===== src/rtl/fp_addsub_pipe.sv =====
// Parametrised floating-point adder/subtractor: 3-stage valid/ready pipeline,
// round-to-nearest-even, flush-to-zero, special values and exception flags.
module fp_addsub_pipe #(
    parameter  int EXP_W = 8,
    parameter  int MAN_W = 23,
    localparam int W     = 1 + EXP_W + MAN_W
) (
    input  logic         clk,
    input  logic         rstn,
    input  logic         in_valid,
    output logic         in_ready,
    input  logic [W-1:0] a,
    input  logic [W-1:0] b,
    input  logic         sub,
    output logic         out_valid,
    input  logic         out_ready,
    output logic [W-1:0] c,
    output logic [3:0]   flags
);
    // Working significand: hidden + fraction + guard + round + sticky.
    localparam int F    = MAN_W + 4;
    localparam int LZ_W = $clog2(F + 1);
    localparam int SH_W = $clog2(MAN_W + 4);
    localparam int EW   = EXP_W + 2;
    localparam logic [W-1:0] QNAN = {1'b0, {EXP_W{1'b1}}, 1'b1, {(MAN_W-1){1'b0}}};
    localparam logic signed [EW-1:0] EXP_MAX = EW'((1 << EXP_W) - 1);

    logic en;

    logic             v1_q, spec1_q, sign1_q, effSub1_q;
    logic [W-1:0]     specVal1_q;
    logic [3:0]       specFlg1_q;
    logic [EXP_W-1:0] exp1_q;
    logic [F-1:0]     sigBig1_q, sigSml1_q;

    logic             v2_q, spec2_q, sign2_q;
    logic [W-1:0]     specVal2_q;
    logic [3:0]       specFlg2_q;
    logic [EXP_W-1:0] exp2_q;
    logic [F:0]       sum2_q;
    logic [LZ_W-1:0]  lz2_q;

    logic             v3_q;
    logic [W-1:0]     c_q;
    logic [3:0]       flags_q;

    assign en        = !v3_q || out_ready;
    assign in_ready  = en;
    assign out_valid = v3_q;
    assign c         = c_q;
    assign flags     = flags_q;

    logic             sA, sB, zA, zB, infA, infB, nanA, nanB, aBig, lost;
    logic [EXP_W-1:0] eA, eB, eSml, diffE;
    logic [MAN_W-1:0] fA, fB, fAz, fBz;
    logic [F-1:0]     sigA, sigB, sigSml, shifted;
    logic [SH_W-1:0]  shamt;

    logic             spec1_d, sign1_d;
    logic [W-1:0]     specVal1_d;
    logic [3:0]       specFlg1_d;
    logic [EXP_W-1:0] exp1_d;
    logic [F-1:0]     sigBig1_d, sigSml1_d;

    assign sA   = a[W-1];
    assign sB   = b[W-1] ^ sub;
    assign eA   = a[W-2:MAN_W];
    assign eB   = b[W-2:MAN_W];
    assign fA   = a[MAN_W-1:0];
    assign fB   = b[MAN_W-1:0];
    assign zA   = (eA == '0);
    assign zB   = (eB == '0);
    assign infA = (&eA) && (fA == '0);
    assign infB = (&eB) && (fB == '0);
    assign nanA = (&eA) && (fA != '0);
    assign nanB = (&eB) && (fB != '0);
    assign fAz  = zA ? '0 : fA;
    assign fBz  = zB ? '0 : fB;
    assign aBig = {eA, fAz} >= {eB, fBz};
    assign sigA = {~zA, fAz, 3'b000};
    assign sigB = {~zB, fBz, 3'b000};

    always_comb begin
        if (aBig) begin
            sign1_d   = sA;
            exp1_d    = eA;
            eSml      = eB;
            sigBig1_d = sigA;
            sigSml    = sigB;
        end else begin
            sign1_d   = sB;
            exp1_d    = eB;
            eSml      = eA;
            sigBig1_d = sigB;
            sigSml    = sigA;
        end
        diffE = exp1_d - eSml;
        if (32'(diffE) > 32'(MAN_W + 3)) shamt = SH_W'(MAN_W + 3);
        else                              shamt = SH_W'(diffE);
        shifted   = sigSml >> shamt;
        lost      = (shifted << shamt) != sigSml;
        sigSml1_d = {shifted[F-1:1], shifted[0] | lost};

        // Specials bypass the arithmetic and ride the pipeline as a ready-made result.
        spec1_d    = 1'b1;
        specVal1_d = '0;
        specFlg1_d = '0;
        if (nanA || nanB) begin
            specVal1_d = QNAN;
        end else if (infA && infB && (sA != sB)) begin
            specVal1_d = QNAN;
            specFlg1_d = 4'b1000;
        end else if (infA) begin
            specVal1_d = {sA, a[W-2:0]};
        end else if (infB) begin
            specVal1_d = {sB, b[W-2:0]};
        end else if (zA && zB) begin
            specVal1_d = {sA & sB, {(W-1){1'b0}}};
        end else begin
            spec1_d = 1'b0;
        end
    end

    always_ff @(posedge clk or negedge rstn) begin
        if (!rstn) begin
            v1_q       <= 1'b0;
            spec1_q    <= 1'b0;
            sign1_q    <= 1'b0;
            effSub1_q  <= 1'b0;
            specVal1_q <= '0;
            specFlg1_q <= '0;
            exp1_q     <= '0;
            sigBig1_q  <= '0;
            sigSml1_q  <= '0;
        end else if (en) begin
            v1_q       <= in_valid;
            spec1_q    <= spec1_d;
            sign1_q    <= sign1_d;
            effSub1_q  <= sA ^ sB;
            specVal1_q <= specVal1_d;
            specFlg1_q <= specFlg1_d;
            exp1_q     <= exp1_d;
            sigBig1_q  <= sigBig1_d;
            sigSml1_q  <= sigSml1_d;
        end
    end

    function automatic logic [LZ_W-1:0] lzc(input logic [F-1:0] x);
        lzc = LZ_W'(F);
        for (int i = 0; i < F; i++) begin
            if (x[i]) lzc = LZ_W'(F - 1 - i);
        end
    endfunction

    logic [F:0] sum2_d;

    assign sum2_d = effSub1_q ? ({1'b0, sigBig1_q} - {1'b0, sigSml1_q})
                              : ({1'b0, sigBig1_q} + {1'b0, sigSml1_q});

    always_ff @(posedge clk or negedge rstn) begin
        if (!rstn) begin
            v2_q       <= 1'b0;
            spec2_q    <= 1'b0;
            sign2_q    <= 1'b0;
            specVal2_q <= '0;
            specFlg2_q <= '0;
            exp2_q     <= '0;
            sum2_q     <= '0;
            lz2_q      <= '0;
        end else if (en) begin
            v2_q       <= v1_q;
            spec2_q    <= spec1_q;
            sign2_q    <= sign1_q;
            specVal2_q <= specVal1_q;
            specFlg2_q <= specFlg1_q;
            exp2_q     <= exp1_q;
            sum2_q     <= sum2_d;
            lz2_q      <= lzc(sum2_d[F-1:0]);
        end
    end

    logic signed [EW-1:0] expBase, lzExt, expN, expR;
    logic [F-1:0]         norm;
    logic [MAN_W+1:0]     rounded;
    logic [MAN_W-1:0]     fracR;
    logic                 inc, inexact;
    logic [W-1:0]         c_d;
    logic [3:0]           flags_d;

    assign expBase = {2'b00, exp2_q};
    assign lzExt   = EW'(lz2_q);

    always_comb begin
        if (sum2_q[F]) begin
            norm = {sum2_q[F:2], sum2_q[1] | sum2_q[0]};
            expN = expBase + EW'(1);
        end else begin
            norm = sum2_q[F-1:0] << lz2_q;
            expN = expBase - lzExt;
        end
        inexact = norm[2] | norm[1] | norm[0];
        inc     = norm[2] & (norm[1] | norm[0] | norm[3]);
        rounded = {1'b0, norm[F-1:3]} + (MAN_W+2)'(inc);
        if (rounded[MAN_W+1]) begin
            fracR = rounded[MAN_W:1];
            expR  = expN + EW'(1);
        end else begin
            fracR = rounded[MAN_W-1:0];
            expR  = expN;
        end

        c_d     = {sign2_q, expR[EXP_W-1:0], fracR};
        flags_d = {3'b000, inexact};
        if (spec2_q) begin
            c_d     = specVal2_q;
            flags_d = specFlg2_q;
        end else if (sum2_q == '0) begin
            c_d     = '0;
            flags_d = '0;
        end else if (expR >= EXP_MAX) begin
            c_d     = {sign2_q, {EXP_W{1'b1}}, {MAN_W{1'b0}}};
            flags_d = 4'b0101;
        end else if (expR <= EW'(0)) begin
            c_d     = {sign2_q, {(W-1){1'b0}}};
            flags_d = 4'b0011;
        end
    end

    always_ff @(posedge clk or negedge rstn) begin
        if (!rstn) begin
            v3_q    <= 1'b0;
            c_q     <= '0;
            flags_q <= '0;
        end else if (en) begin
            v3_q    <= v2_q;
            c_q     <= c_d;
            flags_q <= flags_d;
        end
    end
endmodule

===== config.mk =====
export PLATFORM = sky130hd
export DESIGN_NAME = fp_addsub_pipe
export DESIGN_NICKNAME = d
export VERILOG_FILES = /design/src/rtl/fp_addsub_pipe.sv
export SDC_FILE = /design/constraint.sdc
export NUM_CORES = 1
export LEC_CHECK = 0
export ABC_AREA = 0
export CAP_MARGIN = 10
export CORE_AREA = 2 2 303 155
export DETAILED_ROUTE_END_ITERATION = 8
export DIE_AREA = 0 0 305 157
export MAX_ROUTING_LAYER = met4
export PLACE_DENSITY = 0.6
export SLEW_MARGIN = 20
export SYNTH_ARGS = -nofsm -noshare
export SYNTH_HDL_FRONTEND = slang
export SYNTH_SLANG_ARGS = --single-unit
export TNS_END_PERCENT = 50

===== constraint.sdc =====
create_clock -name clk -period 9.2 [get_ports clk]
set_clock_uncertainty 0.05 [all_clocks]
set_input_delay 1.38 -clock clk [delete_from_list [all_inputs] [get_ports clk]]
set_output_delay 1.38 -clock clk [all_outputs]
set_load 0.05 [all_outputs]

## Yosys cells after proc, flatten, opt, wreduce, memory -nomap -nowiden

Cells that the tools add are included.

| storage, ports and cells | value |
|---|---|
| register bits | 219 |

| cells by class | value |
|---|---|
| bitwise gates (word level) | 12 |
| multiplexer cells | 60 |
| eq/ne operators | 2 |
| reductions and logical operators | 19 |
| $lt $le $gt $ge | 4 |
| shift operators | 3 |
| $add $sub $neg | 7 |

Operator list:

| kind | number |
|---|---|
| $mux W32 | 7 |
| $mux W5 | 27 |
| $mux W27 | 3 |
| $mux W23 | 3 |
| $mux W31 | 2 |
| $shl A27 B5 Y27 | 2 |
| $logic_not A23 Y1 | 2 |
| $reduce_bool A23 Y1 | 2 |
| $ge A31 B31 Y1 | 1 |
| $add A27 B27 Y28 | 1 |
| $logic_not A28 Y1 | 1 |
| $mux W28 | 1 |
| $sub A27 B27 Y28 | 1 |
| $ne A27 B27 Y1 | 1 |
| $shr A27 B5 Y27 | 1 |
| $add A24 B1 Y25 | 1 |
| $mux W10 | 2 |
| $logic_not A8 Y1 | 2 |
| $mux W8 | 2 |
| $reduce_and A8 Y1 | 2 |
| $mux W4 | 3 |
| $add A10 B2 Y10 const B | 1 |
| $ge A10 B9 Y1 const B | 1 |
| $le A10 B1 Y1 const B | 1 |
| 15 further kinds | 37 |

## Longest topological paths before layout

Gate-level depths: netlist of run 1.

| logic depth | value |
|---|---|
| word-level depth | 29 |
| gate-level depth with buffers | 39 |
| mapped depth without buffers | 32 |

## Worst setup path after synthesis of run 1

Ideal clock, no wire load.

| timing | value |
|---|---|
| path type | in2reg |
| start point | in b[23] |
| end point | reg sigSml1_q[0] |
| arrival time | 8867 ps |
| path buffers | 6 |
| required time | 9024 ps |
| stages on the path | 35 |
| slack | 157 ps |
| path through | nor4_1 > nand2_1 > clkbuf_1 > nand2_1 > ha_1 > a21oi_1 > o21ai_0 > a2111oi_2 > a21boi_4 > nor2_1 > buf_2 > clkbuf_1 > clkbuf_1 > nor2_1 > nor2_1 > ha_1 > o21ai_0 > a21oi_1 > or2_2 > a211oi_1 > nor2_1 > o2111ai_2 > o211ai_2 > clkbuf_1 > clkbuf_1 > a21oi_1 > a21oi_1 > a31o_1 > mux2i_1 > mux2_1 > a221oi_1 > a221oi_1 > a2111oi_0 > nand3_1 > o32a_1 |

| between the ends | value |
|---|---|
| word-level cells in the longest chain between the ends | 11 |
| elaborated cells on any way between the ends | 14 |
| classes of those cells | add/sub: 1; order compare: 2; eq/ne: 1; shift: 2; mux: 5; bitwise: 2; reduce/logical: 1 |

Ends and longest elaborated chain:

| element | RTL line | text |
|---|---|---|
| from (decl) | 13 | `input logic [W-1:0] b,` |
| $logic_not A8 Y1 | 72 | `assign zB = (eB == '0);` |
| $mux W23 | 78 | `assign fBz = zB ? '0 : fB;` |
| $ge A31 B31 Y1 | 79 | `assign aBig = {eA, fAz} >= {eB, fBz};` |
| $mux W8 | 84 | `if (aBig) begin` |
| $sub A8 B8 Y8 | 97 | `diffE = exp1_d - eSml;` |
| $gt A8 B5 Y1 | 98 | `if (32'(diffE) > 32'(MAN_W + 3)) shamt = SH_W'(MAN_W + 3);` |
| $mux W5 | 98 |  |
| $shr A27 B5 Y27 | 100 | `shifted = sigSml >> shamt;` |
| $shl A27 B5 Y27 | 101 | `lost = (shifted << shamt) != sigSml;` |
| $ne A27 B27 Y1 | 101 |  |
| $or A1 B1 Y1 (*) | 102 | `sigSml1_d = {shifted[F-1:1], shifted[0] \| lost};` |
| to (signal assigned) | 144 | `sigSml1_q <= sigSml1_d;` |
| to (decl) | 34 | `logic [F-1:0] sigBig1_q, sigSml1_q;` |

Every way passes the cells marked *; elsewhere a longest branch is shown, timed or not.
A chain may end at the register's enable or synchronous reset.

## Worst setup path in the final report of run 1

| timing | value |
|---|---|
| start point | in b[30] |
| end point | reg sigSml1_q[0] |

The elaborated chain is that of the path after synthesis.

==> impl_metrics.tcl, run 1 <==
set metrics [dict create \
    slew_violations 0 \
    max_stage_delay_ns 0.54 \
    die_x_um 305 \
    setup_viol 0 \
    pre_cts_ws_ns -0.153 \
    fill_cells 4523 \
    timing.final.ws_setup_ns 0.369 \
    cp.required_ns 9.58 \
    dr.pass1.iters 5 \
    numCtsBuffers 24 \
    vdd_drop_max_mv 0.139 \
    fin_crit_ns 8.83 \
    post-route-period-util 0.960 \
    power_density_mw_per_mm2 296 \
    slew_headroom 0.147 \
    cts_root_buf "clkbuf_16" \
    dp_cells 3074 \
    synth_area_per_cell_sq_um 7.71 \
    tightest_slew_ns 1.27 \
    grtUsageTotal 0.299 \
    antenna_found_initial 5 \
    viasPerCell 6.01 \
    netlist_instances 2330 \
    dpl.hpwl_um 54100 \
    dpl_cell_area_sq_mm 0.0206 \
    clock_path_buffers 3 \
    crit_type "primary input to flip-flop" \
    cp.arrival_ns 9.21 \
    synth-seq-cells 210 \
    ant_nets 0 \
    htree_levels 1 \
    yosysSeqAreaShare 0.293 \
    final-instance-count-excl-fill 3121 \
    clock.fmax_mhz 113 \
    drt_iter0_markers 2076 \
    routed_wl_um 70400 \
    hold_slack_ns 0.410 \
    cts.reportedPaths.clkPinSlew_ns 0.06 \
    start_util 0.400 \
    num_io_pins 107 \
    rows 55 \
    grt_pass1_wl_um 108000 \
    dieArea_sq_mm 0.0479 \
    startpoint_type "primary input" \
    globalRoute.totalOverflow 0 \
    die_height_um 157 \
    grt_pass1_vias 17828 \
    critical_path.max_fanout 28 \
    area_growth_pct 19.6 \
    netlist_area_sq_mm 0.0180 \
    synth-edff-count 0 \
    yosysWarnings 0 \
    route.vias.total 18772 \
    slowest_stage "a2111oi_2" \
    drive_above_1_share 0.126 \
    cellLeakagePower_nw 9.19 \
    crit_path_frequent_cell "nor2_1" \
    nNetsFinal 2640 \
    gp_congestion 1.05 \
    final_area_sq_mm 0.0215 \
    cts_tree "done" \
    hold_viol 0 \
    synthFlopType "dfrtp_1" \
    yosysUniqueCellTypes 107 \
    grt_max_degree 233 \
    drv_cap 0 \
    end_kind "flip-flop" \
    final_common_cell "nand2_1" \
    coreArea_sq_mm 0.0449 \
    clkLatencyLatePin_ns 0.54 \
    syn-num-nets 2468 \
    wl_per_cell_um 22.6 \
    status "complete, no violations" \
    clock_sinks 210 \
    io_buffers 106 \
    min_path_type "flip-flop to flip-flop" \
    mostFrequentLayoutCells "nand2_1 (459), nor2_1 (255), dfrtp_1 (210), buf_4 (168), a21oi_1 (165)" \
    async_reset_ff_frac 1.00 \
    drc 0 \
]
-- state kept, by name (all words and copies together), names as in the netlist, 4 cells and up --
name and cells:
flags 4, specVal1_q 32, sigBig1_q 24, c 32, specVal2_q 32, exp1_q 8
sum2_q 28, sigSml1_q 27, lz2_q 5, exp2_q 8
-- critical path, delay by kind of cell --
| family | cells | cell delay (ns) |
|---|---|---|
| compound gates | 16 | 3.87 |
| fa+ha+maj | 2 | 0.48 |
| buf+inv | 4 | 1.13 |
| simple gates | 10 | 2.01 |
| mux | 1 | 0.31 |
-- synth_stat cells, types with 6 or more instances --
master / instances / area share
a21o_1: 14 / 0.0059
o221ai_1: 7 / 0.0034
buf_1: 13 / 0.0027
nor2b_1: 11 / 0.0038
ha_1: 68 / 0.047
a31oi_1: 25 / 0.0087
a2111oi_0: 8 / 0.0039
a22o_1: 9 / 0.0044
or2_2: 9 / 0.0031
buf_2: 13 / 0.0036
nor2_1: 256 / 0.054
nand4_1: 23 / 0.0080
o211ai_1: 25 / 0.010
nor4_1: 31 / 0.011
a22oi_1: 12 / 0.0050
xor2_1: 17 / 0.0083
o21ai_0: 148 / 0.041
mux2_2: 23 / 0.014
a211oi_1: 24 / 0.010
nand2_1: 460 / 0.096
o22ai_1: 11 / 0.0038
a221oi_1: 24 / 0.012
xnor2_1: 60 / 0.029
inv_1: 47 / 0.0098
mux4_2: 30 / 0.038
o21ai_1: 15 / 0.0042
mux2i_1: 37 / 0.021
clkbuf_1: 102 / 0.021
and3_1: 14 / 0.0049
o21a_1: 27 / 0.011
a32oi_1: 6 / 0.0029
and2_1: 57 / 0.020
o31ai_1: 27 / 0.011
nand3_1: 55 / 0.015
or3_1: 22 / 0.0077
dfrtp_1: 210 / 0.29
nor3_1: 62 / 0.017
a21oi_1: 165 / 0.046
nand2b_1: 16 / 0.0056
-- per-stage QoR --
step / setup TNS (ns) / total power [mW] / util
final: 0 / 6.36 / 0.478
after CTS: 0 / 6.34 / 0.477
after global routing: -0.0737 / 6.81 / 0.478
after floorplan: 0 / 4.08 / -
after global placement: -0.0940 / 5.31 / 0.459
after detailed placement: -0.153 / 5.33 / 0.459
-- area by class of cell --
cell class                 count  area [sq um]  share of cell area
antenna                        3          7.51            0.000350
timing repair buffer         278          2410               0.112
clock inverter                10           136             0.00635
tap                          598           748              0.0348
clock buffer                  34           688              0.0320
sequential                   210          5260               0.245
multi-input combinational   1935         12000               0.560
inverter                      53           201             0.00938
-- final timing paths --
kind	slack [ns]	depth (start not counted)	endpoint	from
worst min register to register	0.41	2	specVal2_q[12]$_DFFE_PN0P_	specVal1_q[12]$_DFFE_PN0P_
max in group asynchronous	7.01	2	c[12]$_DFFE_PN0P_	rstn
worst max register to register	2.37	19	c[1]$_DFFE_PN0P_	lz2_q[2]$_DFFE_PN0P_
worst min-delay path	0.41	2	specVal2_q[12]$_DFFE_PN0P_	specVal1_q[12]$_DFFE_PN0P_
worst max-delay path	0.37	33	sigSml1_q[0]$_DFFE_PN0P_	b[30]
min in group asynchronous	0.73	1	c[23]$_DFFE_PN0P_	rstn
-- power breakdown --
part | total [mW] | switching, mW | internal, mW
Clock | 0.989 | 0.405 | 0.583
Sequential | 1.49 | 0.316 | 1.18
Combinational | 3.87 | 2.37 | 1.50
-- cell families after synthesis --
| kind of cell | Yosys count | share of synthesized area |
|---|---|---|
| AND/OR/NAND/NOR | 1050 | 0.262 |
| AO/OA/AOI/OAI | 646 | 0.244 |
| flip-flops | 210 | 0.293 |
| buffers and inverters | 185 | 0.0406 |
| multiplexers | 93 | 0.0745 |
| XOR/XNOR | 77 | 0.0375 |
| adder cells (fa/ha/maj) | 69 | 0.0485 |
-- what timing repair did --
item                       CTS  global route
setup endpoints to repair    0             1
resized for setup            0             4
hold buffers                 0             0
setup buffers                0             0
-- per-layer routing --
layer / vias up / track usage / wire [um]
li1: 8816 / - / -
met1: 8997 / 0.417 / 32800
met2: 780 / 0.459 / 30300
met3: 179 / 0.0322 / 4780
met4: 0 / 0.0922 / 2560
met5: - / - / 0
Note: power is estimated with default switching activity, not from simulation.
==> run 2: changes to the inputs <==
- CELL_PAD_IN_SITES_DETAIL_PLACEMENT: unset -> 0
- CELL_PAD_IN_SITES_GLOBAL_PLACEMENT: unset -> 1
- PLACE_DENSITY: 0.6 -> 0.76
- SLEW_MARGIN: 20 -> 40
==> impl_metrics.tcl, run 2 (same netlist as run 1, synthesis figures left out) <==
set metrics [dict create \
    status "complete, no violations" \
    cp.required_ns 9.55 \
    die_height_um 157 \
    comb_power_share 0.615 \
    startpoint_type "primary input" \
    nNetsFinal 2660 \
    start_util 0.400 \
    globalRoute.totalOverflow 0 \
    p_sw_frac 0.486 \
    clock.fmax_mhz 114 \
    grt_pass1_vias 17484 \
    switchingPower_mw 3.13 \
    p_clk_frac 0.158 \
    rsz0062_at_grt "false" \
    viasPerCell 5.96 \
    antenna_found_initial 3 \
    slew_violations 0 \
    wl_met2_um 31900 \
    critical_path.max_fanout 27 \
    fin_util 0.483 \
    m1WireLength_um 35100 \
    dieArea_sq_mm 0.0479 \
    post-route-period-util 0.957 \
    p_int_mw 3.31 \
    dpl.hpwl_um 56400 \
    vdd_drop_max_mv 0.147 \
    cts_tree "done" \
    min_path_type "flip-flop to flip-flop" \
    cts_root_buf "clkbuf_16" \
    wl_met3_um 4050 \
    ant_nets 0 \
    grt_pass1_wl_um 110000 \
    cts.reportedPaths.clkPinSlew_ns 0.06 \
    crit_type "primary input to flip-flop" \
    slowest_stage "a2111oi_4" \
    grt_max_degree 233 \
    clkLatencyLatePin_ns 0.54 \
    area_growth_pct 20.8 \
    num_io_pins 107 \
    clock_sinks 210 \
    hold_slack_ns 0.411 \
    routed_wl_um 72400 \
    seqPwrFrac 0.227 \
    htree_levels 1 \
    end_kind "flip-flop" \
    drv_cap 0 \
    grtUsageTotal 0.308 \
    cellLeakagePower_nw 9.33 \
    fin_crit_ns 8.80 \
    power_density_mw_per_mm2 296 \
    dr.pass1.iters 7 \
    max_stage_delay_ns 0.46 \
    drt_iter0_markers 1881 \
    route.vias.total 18705 \
    drive_above_1_share 0.134 \
    final_common_cell "nand2_1" \
    coreArea_sq_mm 0.0449 \
    wl_per_cell_um 23.1 \
    io_buffers 106 \
    tightest_slew_ns 0.856 \
    slew_headroom 0.423 \
    die_x_um 305 \
    mostFrequentLayoutCells "nand2_1 (459), nor2_1 (255), dfrtp_1 (210), buf_4 (184), a21oi_1 (165)" \
    setup_viol 0 \
    routed.top_layer "met4" \
    numCtsBuffers 24 \
    cp.arrival_ns 9.16 \
    clock_path_buffers 3 \
    rows 55 \
    gp_congestion 1.01 \
    hold_viol 0 \
    drc 0 \
    cts_setup_buffers 0 \
]
[run 2: power by group through the flow]
| stage | logic (mW) | clock network (mW) | registers (mW) |
|---|---|---|---|
| final | 3.96 | 1.02 | 1.46 |
| after global routing | 4.30 | 1.07 | 1.49 |
| after CTS | 3.92 | 1.04 | 1.45 |
| after detailed placement | 3.90 | 0 | 1.47 |
| after global placement | 3.89 | 0 | 1.46 |
| after floorplan | 2.45 | 0 | 1.62 |
[run 2: routing by layer]
layer  vias to the layer above  track usage
li1                       8879            -
met1                      9092        0.440
met2                       630        0.477
met3                       104       0.0307
met4                         0       0.0556
met5                         -            -
[run 2: timing repair]
action                     CTS  global route
gates resized for setup      0             3
hold buffers                 0             0
setup endpoints to repair    0             1
[run 2: path summary, 6_finish.rpt]
kind                                       startpoint                          to  slack, ns  cells after the start
setup / recovery                                a[27]    sigSml1_q[0]$_DFFE_PN0P_       0.40                     33
hold / removal             specVal1_q[18]$_DFFE_PN0P_  specVal2_q[18]$_DFFE_PN0P_       0.41                      2
setup reg to reg                 lz2_q[2]$_DFFE_PN0P_            c[1]$_DFFE_PN0P_       2.52                     19
hold reg to reg            specVal1_q[18]$_DFFE_PN0P_  specVal2_q[18]$_DFFE_PN0P_       0.41                      2
max in group asynchronous                        rstn  specVal1_q[25]$_DFFE_PN0P_       6.54                      4
min in group asynchronous                        rstn           c[24]$_DFFE_PN0P_       0.67                      1
[run 2: layout make-up]
| class | instances | area (sq um) |
|---|---|---|
| Sequential cell | 210 | 5260 |
| Antenna cell | 3 | 7.51 |
| Clock inverter | 12 | 159 |
| Multi-Input combinational cell | 1935 | 12000 |
| Timing Repair Buffer | 298 | 2610 |
| Clock buffer | 32 | 682 |
| Tap cell | 598 | 748 |
| Fill cell | 4526 | 23200 |
| Inverter | 53 | 201 |
[run 2: worst max-delay path, delay by kind of cell]
kind | cells | cell delay (ns)
AOI/OAI and AO/OA | 14 | 3.55
adders and majority gates | 2 | 0.51
buffers and inverters | 4 | 1.00
muxes | 2 | 0.67
and+or+nand+nor | 11 | 2.05
[run 2: through the flow]
stage               power [mW]  setup TNS [ns]  instances  worst slack [ns]  cell area (sq um)
floorplan                 4.08               0       2330             0.157              18000
detailed placement        5.37         -0.0727       3092           -0.0727              20800
global route              6.87               0       3140            0.0106              21700
CTS                       6.42               0       3136             0.463              21600
global placement          5.35         -0.0254       3092           -0.0254              20800
finish                    6.43               0       3141             0.400              21700
